<file path="src/rtl/silly_pkg.sv">
// Shared constants for the silly_window statistics datapath.
// Mode encodings select which statistic drives uo_out.
package silly_pkg;

  localparam logic [1:0] MODE_DELAY = 2'd0;
  localparam logic [1:0] MODE_SUM   = 2'd1;
  localparam logic [1:0] MODE_MAX   = 2'd2;
  localparam logic [1:0] MODE_CHG   = 2'd3;

  // Windowed modes only report once the window has filled.
  function automatic logic windowed(input logic [1:0] m);
    return (m == MODE_DELAY) || (m == MODE_SUM);
  endfunction

endpackage

</file>
<file path="src/rtl/silly_delay_line.sv">
// DEPTH-deep sample shift register with shift-enable and sync clear.
// Exposes the oldest tap both before and after the current shift.
module silly_delay_line #(
  parameter int WIDTH = 8,
  parameter int DEPTH = 4
) (
  input  logic             clk,
  input  logic             rst_n,
  input  logic             shift,
  input  logic             clr,
  input  logic [WIDTH-1:0] din,
  output logic [WIDTH-1:0] tap_pre,
  output logic [WIDTH-1:0] tap_post
);

  logic [WIDTH-1:0] tap [DEPTH];

  always_ff @(posedge clk or negedge rst_n) begin
    if (!rst_n) begin
      for (int k = 0; k < DEPTH; k++) tap[k] <= '0;
    end else if (clr) begin
      for (int k = 0; k < DEPTH; k++) tap[k] <= '0;
    end else if (shift) begin
      tap[0] <= din;
      for (int k = 1; k < DEPTH; k++) tap[k] <= tap[k-1];
    end
  end

  assign tap_pre  = tap[DEPTH-1];
  assign tap_post = shift ? tap[DEPTH-2] : tap[DEPTH-1];

endmodule

</file>
<file path="src/rtl/silly_window.sv">
// Sliding-window statistics: delay tap, moving sum, running max and
// change count, one selected by mode onto a registered output.
module silly_window
  import silly_pkg::*;
#(
  parameter int WIDTH = 8,
  parameter int DEPTH = 4
) (
  input  logic             clk,
  input  logic             rst_n,
  input  logic             ena,
  input  logic             in_valid,
  input  logic [WIDTH-1:0] ui_in,
  input  logic [1:0]       mode,
  input  logic             clr,
  output logic [WIDTH-1:0] uo_out,
  output logic             out_valid,
  output logic             window_full,
  output logic             sat
);

  localparam int SUMW  = WIDTH + $clog2(DEPTH);
  localparam int FILLW = $clog2(DEPTH) + 1;
  localparam logic [FILLW-1:0] FULL = FILLW'(DEPTH);

  logic             accept;
  logic             clear;
  logic [WIDTH-1:0] tap_pre;
  logic [WIDTH-1:0] tap_post;

  logic [FILLW-1:0] fill;
  logic [SUMW-1:0]  sum;
  logic [WIDTH-1:0] max;
  logic [WIDTH-1:0] cnt;
  logic [WIDTH-1:0] last;

  logic [FILLW-1:0] fill_nxt;
  logic [SUMW-1:0]  sum_nxt;
  logic [WIDTH-1:0] max_nxt;
  logic [WIDTH-1:0] cnt_nxt;
  logic             full_nxt;
  logic             sum_hi;
  logic [WIDTH-1:0] sel;
  logic             ov_nxt;

  assign accept = ena & in_valid & ~clr;
  assign clear  = ena & clr;

  silly_delay_line #(
    .WIDTH (WIDTH),
    .DEPTH (DEPTH)
  ) u_dl (
    .clk      (clk),
    .rst_n    (rst_n),
    .shift    (accept),
    .clr      (clear),
    .din      (ui_in),
    .tap_pre  (tap_pre),
    .tap_post (tap_post)
  );

  // Oldest sample is already in sum, so the result never wraps.
  assign sum_nxt  = sum - SUMW'(tap_pre) + SUMW'(ui_in);
  assign sum_hi   = |sum_nxt[SUMW-1:WIDTH];
  assign max_nxt  = (ui_in > max) ? ui_in : max;
  assign cnt_nxt  = (ui_in != last) ? cnt + 1'b1 : cnt;
  assign fill_nxt = (fill == FULL) ? fill : fill + 1'b1;
  assign full_nxt = (fill_nxt == FULL);
  assign ov_nxt   = windowed(mode) ? full_nxt : 1'b1;

  always_comb begin
    sel = '0;
    unique case (1'b1)
      mode == MODE_DELAY: sel = tap_post;
      mode == MODE_SUM:
        sel = sum_hi ? {WIDTH{1'b1}} : sum_nxt[WIDTH-1:0];
      mode == MODE_MAX:   sel = max_nxt;
      mode == MODE_CHG:   sel = cnt_nxt;
    endcase
  end

  always_ff @(posedge clk or negedge rst_n) begin
    if (!rst_n) begin
      fill      <= '0;
      sum       <= '0;
      max       <= '0;
      cnt       <= '0;
      last      <= '0;
      uo_out    <= '0;
      out_valid <= 1'b0;
      sat       <= 1'b0;
    end else if (clear) begin
      fill      <= '0;
      sum       <= '0;
      max       <= '0;
      cnt       <= '0;
      last      <= '0;
      uo_out    <= '0;
      out_valid <= 1'b0;
      sat       <= 1'b0;
    end else begin
      out_valid <= accept & ov_nxt;
      if (accept) begin
        fill   <= fill_nxt;
        sum    <= sum_nxt;
        max    <= max_nxt;
        cnt    <= cnt_nxt;
        last   <= ui_in;
        uo_out <= sel;
        sat    <= (mode == MODE_SUM) & sum_hi;
      end
    end
  end

  assign window_full = (fill == FULL);

endmodule

</file>
<file path="config.mk">
export PLATFORM = sky130hd
export DESIGN_NAME = silly_window
export DESIGN_NICKNAME = d
export VERILOG_FILES = /design/src/rtl/silly_pkg.sv /design/src/rtl/silly_delay_line.sv /design/src/rtl/silly_window.sv
export SDC_FILE = /design/constraint.sdc
export NUM_CORES = 1
export LEC_CHECK = 0
export CORE_ASPECT_RATIO = 0.6
export CORE_MARGIN = 2
export CORE_UTILIZATION = 25
export CTS_CLUSTER_SIZE = 24
export DETAILED_ROUTE_END_ITERATION = 7
export SYNTH_ARGS = -nofsm -noshare
export SYNTH_HDL_FRONTEND = slang
export SYNTH_SLANG_ARGS = --single-unit
</file>
<file path="constraint.sdc">
create_clock -name clk -period 5.1 [get_ports clk]
set_clock_uncertainty 0.2 [all_clocks]
set_input_delay 1.02 -clock clk [delete_from_list [all_inputs] [get_ports clk]]
set_output_delay 1.02 -clock clk [all_outputs]
set_load 0.1 [all_outputs]
</file>
# Word level (Yosys, flattened, before mapping)
# Index checks and enable logic that the tools add are counted.
totals:
  register_bits: 79
  latchBits: 0
  mem_bits_rw: 0
  rom_bits: 0
  elab_cells: 56
  mem_count: 0
op_classes:
  n_addsub: 4
  mul: 0
  div: 0
  order_cmp: 1
  n_eq_ne: 6
  n_shift: 0
  mux: 23
  n_bitwise: 6
  n_reduce_logical: 4
op_table:
  columns: ["op", "count"]
  rows:
  - ["8-bit two-way mux", 11]
  - ["32-bit two-way mux", 2]
  - ["8-bit one-hot mux with 4 select lines", 1]
  - ["10-bit two-way mux", 2]
  - ["10-bit by 8-bit adder with 10-bit output", 1]
  - ["10-bit by 8-bit subtractor with 10-bit output", 1]
  - ["3-bit two-way mux", 3]
  - ["8-bit by 1-bit adder with 8-bit output, second input constant", 1]
  - ["8-bit greater-than comparator", 1]
  - ["8-bit != test", 1]
  - ["3-bit == test, second input constant", 2]
  - ["1-bit bitwise AND", 5]
  - ["2-bit == test, second input constant", 2]
  - ["1-bit two-way mux", 4]
  - ["3-bit by 1-bit adder with 3-bit output, second input constant", 1]
  - ["2-bit by 1-bit == test with 1-bit output, second input constant", 1]
  - ["2-bit logical NOT", 1]
  - ["2-bit nonzero test", 1]
  - ["2-bit OR reduction", 1]
  - ["1-bit logical OR", 1]
  - ["1-bit inverter", 1]

# Longest topological paths before layout
depth:
  ltp_word: 7
  depth_mapped: 13
  ltp_nobuf: 13

# Cells and area by module
# From an unflattened synthesis, not the netlist that was laid out.
hier_totals:
  cells_unflattened: 496
  hier_area_um2: 4860.9
modules_own_cells:
  columns: ["module", "n_inst", "cells_per_inst", "area_per_inst_um2", "seq_area_each_um2"]
  rows:
  - ["silly_window", 1, 385, 3410.8, 1176.1]
  - ["silly_delay_line", 1, 111, 1450.1, 800.8]

# Worst setup path before layout
# Ideal clock, no wire load.
synth_timing:
  path_type: "input to register"
  start: "input port ui_in[3]"
  end: "register uo_out[0]"
  t_arrival_ns: 3.377
  slack_ns: 1.397
  cell_stages: 11
  path_cell_list: "inv_1 -> fa_1 -> inv_1 -> ha_1 -> a21o_1 -> a21oi_2 -> a21oi_1 -> or3_1 -> a21oi_4 -> a2111oi_2 -> a311o_1"
synth_via:
  elab_chain_len: 6
  word_cells_on_any_way: 10
synth_rtl:
  columns: ["element", "line", "rtl"]
  rows:
  - ["from (decl)", "silly_window.sv:13", "input logic [WIDTH-1:0] ui_in,"]
  - ["10-bit by 8-bit adder with 10-bit output", "silly_window.sv:63", "assign sum_nxt = sum - SUMW'(tap_pre) + SUMW'(ui_in);"]
  - ["2-bit OR reduction", "silly_window.sv:64", "assign sum_hi = |sum_nxt[SUMW-1:WIDTH];"]
  - ["8-bit two-way mux", "silly_window.sv:76", "sel = sum_hi ? {WIDTH{1'b1}} : sum_nxt[WIDTH-1:0];"]
  - ["8-bit one-hot mux with 4 select lines *", "silly_window.sv:73", "unique case (1'b1)"]
  - ["8-bit two-way mux *", "silly_window.sv:103", "if (accept) begin"]
  - ["8-bit two-way mux *", "silly_window.sv:92", "end else if (clear) begin"]
  - ["to (signal assigned)", "silly_window.sv:109", "uo_out <= sel;"]
  - ["to (decl)", "silly_window.sv:16", "output logic [WIDTH-1:0] uo_out,"]
# Every way passes the cells marked *; elsewhere a longest branch is shown, timed or not. The select of a mux whose other input is x is not followed.
# A chain may end at the register's enable or synchronous reset.

# Worst setup path after layout
layout_timing:
  start: "input port ui_in[2]"
  end: "register uo_out[0]"
# Same word-level chain as after synthesis.

==> flow_summary.toml <==
[run_status]
status = "completed"

[power]
internal_power_mw = 1.38
leakage_nw = 2.21
p_total_mw = 2.15
seq_power_share_pct = 30.9
swShare_pct = 35.9
power.net_switching_uw = 773
combPwrFrac_pct = 34.9
vdd_drop_max_mv = 0.192
p_clk_share_pct = 34.2
power.density_nw_per_um2 = 436

[synthesis]
muxShareOfSynthArea_pct = 0.518
synth-seq-cells = 71
synth-async-reset-ratio_pct = 100
ys.flop_type = "dfrtp_1"
synth-simple-area-share_pct = 11.0
synth-edff-count = 0
yosysTopAreaCell = "dfrtp_1"
ys_warn_count = 0
yosysTopAreaCellShare_pct = 43.3
synth-xor-area-share_pct = 4.69
synthAdderAreaFrac_pct = 10.3
ys_top_cells_by_area = "dfrtp_1, a22o_1, ha_1"
ys_seq_area_share_pct = 43.3
syn-mean-instance-area_um2 = 9.66
netlist_area_um2 = 4110
ys_types = 50
syn-num-nets = 469
syn_inst = 425
synth_compound_area_share_pct = 24.1
synth_top_family_by_area = "compound AO/OA/AOI/OAI gates"

[worst_setup_path]
endpoint_kind = "register"
r2r.worst_path.cells = 10
r2r-end = "uo_out[0]"
cp.arrival_ns = 4.29
critical_path_class = "input pin to register"
reg2reg_from = "u_dl.tap_pre[1]"
critPathMaxFanout = 9
path_cells = "clkdlybuf4s50_1, inv_1, fa_1, inv_1, ha_1, nor2b_4, o31a_1, a311oi_2, xnor2_1, a21oi_4, a2111oi_2, a311o_1"
reg2reg_slack_ns = 1.86
worst-endpoint-required_ns = 5.12
worst_path_largest_cell_delay_ns = 0.58
critical_path.most_common_cell = "inv_1"
crit_path_start_kind = "input pin"
slowest_stage = "clkdlybuf4s50_1"

[global_route]
overflow = 0
grt.total_usage_pct = 13.7
grt_pass1_wl_um = 18100
grt_start_max_net_pins = 72
grt_pass1_vias = 3198
antenna_found_initial = 0

[sta]
setup_slack_ns = 0.827
worstMarginPinSlew_ns = 1.08
hold_ws_ns = 0.285
setup_viol = 0
hold_viol_final = 0
fmax_mhz = 234
min_period_over_period_pct = 83.8
final.setup.tns_ns = 0
fin_crit_ns = 4.27
drv_slew = 0
timing.slew.headroom_pct = 27.6
rsz0062_at_grt = "no"

[cells_and_area]
final_area_um2 = 4940
syn_to_final_growth_pct = 20.2
final_common_cell = "dfrtp_1"
final_core_util_pct = 30.6
antenna_cells = 0
drive_gt1_share_pct = 7.76
fin_nets = 490
fin_cells = 660
mostFrequentLayoutCells = "dfrtp_1, inv_1, nand2_1"

[cts]
clockBufferDepth = 2
cts.sinks = 71
insertion_delay_ns = 0.33
cts_resized = 0
clkSlewWorstSetupHoldPaths_ns = 0.06
htree_levels = 3
numCtsBuffers = 9
root_buffer = "clkbuf_16"
post_cts_buffers = 0
postCtsHoldBufs = 0
cts_tree = "yes"

[place]
hpwl_um = 8090
gp_congestion = 0.869
pre_cts_ws_ns = 0.514
dp_cells = 644
placed_cell_area_um2 = 4590
port-buffer-count = 25

[worst_hold_path]
min_path_cells = 2
min_path_type = "register to register"
holdPathEnd = "sum[2]"
worstHoldStart = "sum[2]"

[drt]
drtIter0Drc = 260
drtAntennaViolNets = 0
viasPerCell = 4.97
remaining_drc_errors = 0
via_count = 3279
dr.pass1.iters = 4
wirelength_um = 11300
wl_per_cell_um = 17.1

[floorplan]
design.core.area_um2 = 16100
pin_count = 26
die_w_um = 169
die_area_um2 = 17500
fp.dieH_um = 103
row_count = 36
start_util_pct = 25.5

[job]
maxCapViolations = 0
state kept, by name, indices dropped and copies added (netlist names):
register,flops
sat,1
u_dl.tap,24
out_valid,1
u_dl.tap_pre,8
max,8
sum,10
cnt,8
uo_out,8
fill,3
area by class of cell:
class | count | area (µm²)
multi-input cells | 288 | 2100
clock buffers | 10 | 239
inverters | 47 | 176
flip-flops and latches | 71 | 1780
fillers | 1653 | 11200
well taps | 209 | 262
repair buffers | 29 | 278
clock inverters | 6 | 108
synth_stat cells (2+ instances only):
master and instances:
o31a_1 5, ha_1 21, and4_1 2, inv_1 47, o22ai_1 2, xor2_1 13
o221a_2 2, a32o_1 3, buf_2 2, nor4_1 2, nand4_1 3, o31ai_1 3
xnor2_1 9, buf_1 2, nand3b_1 2, nand3_1 4, fa_1 8, nor2_1 18
o21a_1 5, and3_1 3, a21o_1 3, o21bai_1 2, nor2b_1 5, a22o_1 37
o21ai_0 42, or3_1 2, or2_2 2, and2_1 3, o211ai_1 3, clkbuf_1 15
dfrtp_1 71, a21oi_1 21, a211oi_1 2, nand2_1 45
power by group through the flow:
stage          registers (mW)  logic (mW)  clock network (mW)
5_1_grt                 0.671       0.831               0.772
6_report                0.665       0.752               0.737
3_5_place_dp            0.674       0.742                   0
3_3_place_gp            0.672       0.726                   0
2_1_floorplan           0.735       0.484                   0
4_1_cts                 0.664       0.748               0.746
routing by layer:
metal / global-route usage [%] / share of wire [%] / vias up
met3: 4.49 / 8.0 / 11
met5: 0 / 0 / -
li1: - / - / 1535
met2: 18.7 / 38 / 87
met4: 2.56 / 0.77 / 0
met1: 21.0 / 53 / 1646
cell families (layout without fill, tap and decap cells):
family | Yosys count | after routing
AOI/OAI and AO/OA | 140 | 140
and+or+nand+nor | 95 | 95
DFF | 71 | 71
buffers and inverters | 66 | 92
adders and majority gates | 29 | 29
xor gates and xnor gates | 22 | 22
muxes | 2 | 2
how the worst max path moves through the flow:
stage / to / cells after the start / from / slack (ns)
2_1_floorplan: uo_out[0] / 11 / ui_in[3] / 1.40
3_3_place_gp: uo_out[0] / 12 / ui_in[2] / 0.59
3_5_place_dp: uo_out[0] / 12 / ui_in[5] / 0.51
4_1_cts: uo_out[0] / 12 / ui_in[1] / 0.86
5_1_grt: uo_out[5] / 12 / ui_in[2] / 0.65
6_report: uo_out[0] / 12 / ui_in[2] / 0.83
critical path, delay by kind of cell:
family | cells | cell delay, ns
adder cells (fa/ha/maj) | 2 | 0.90
XOR/XNOR | 1 | 0.17
buffers and inverters | 3 | 0.74
AO/OA/AOI/OAI | 5 | 1.30
AND/OR/NAND/NOR | 1 | 0.15
Power figures use the tool's default switching activity.
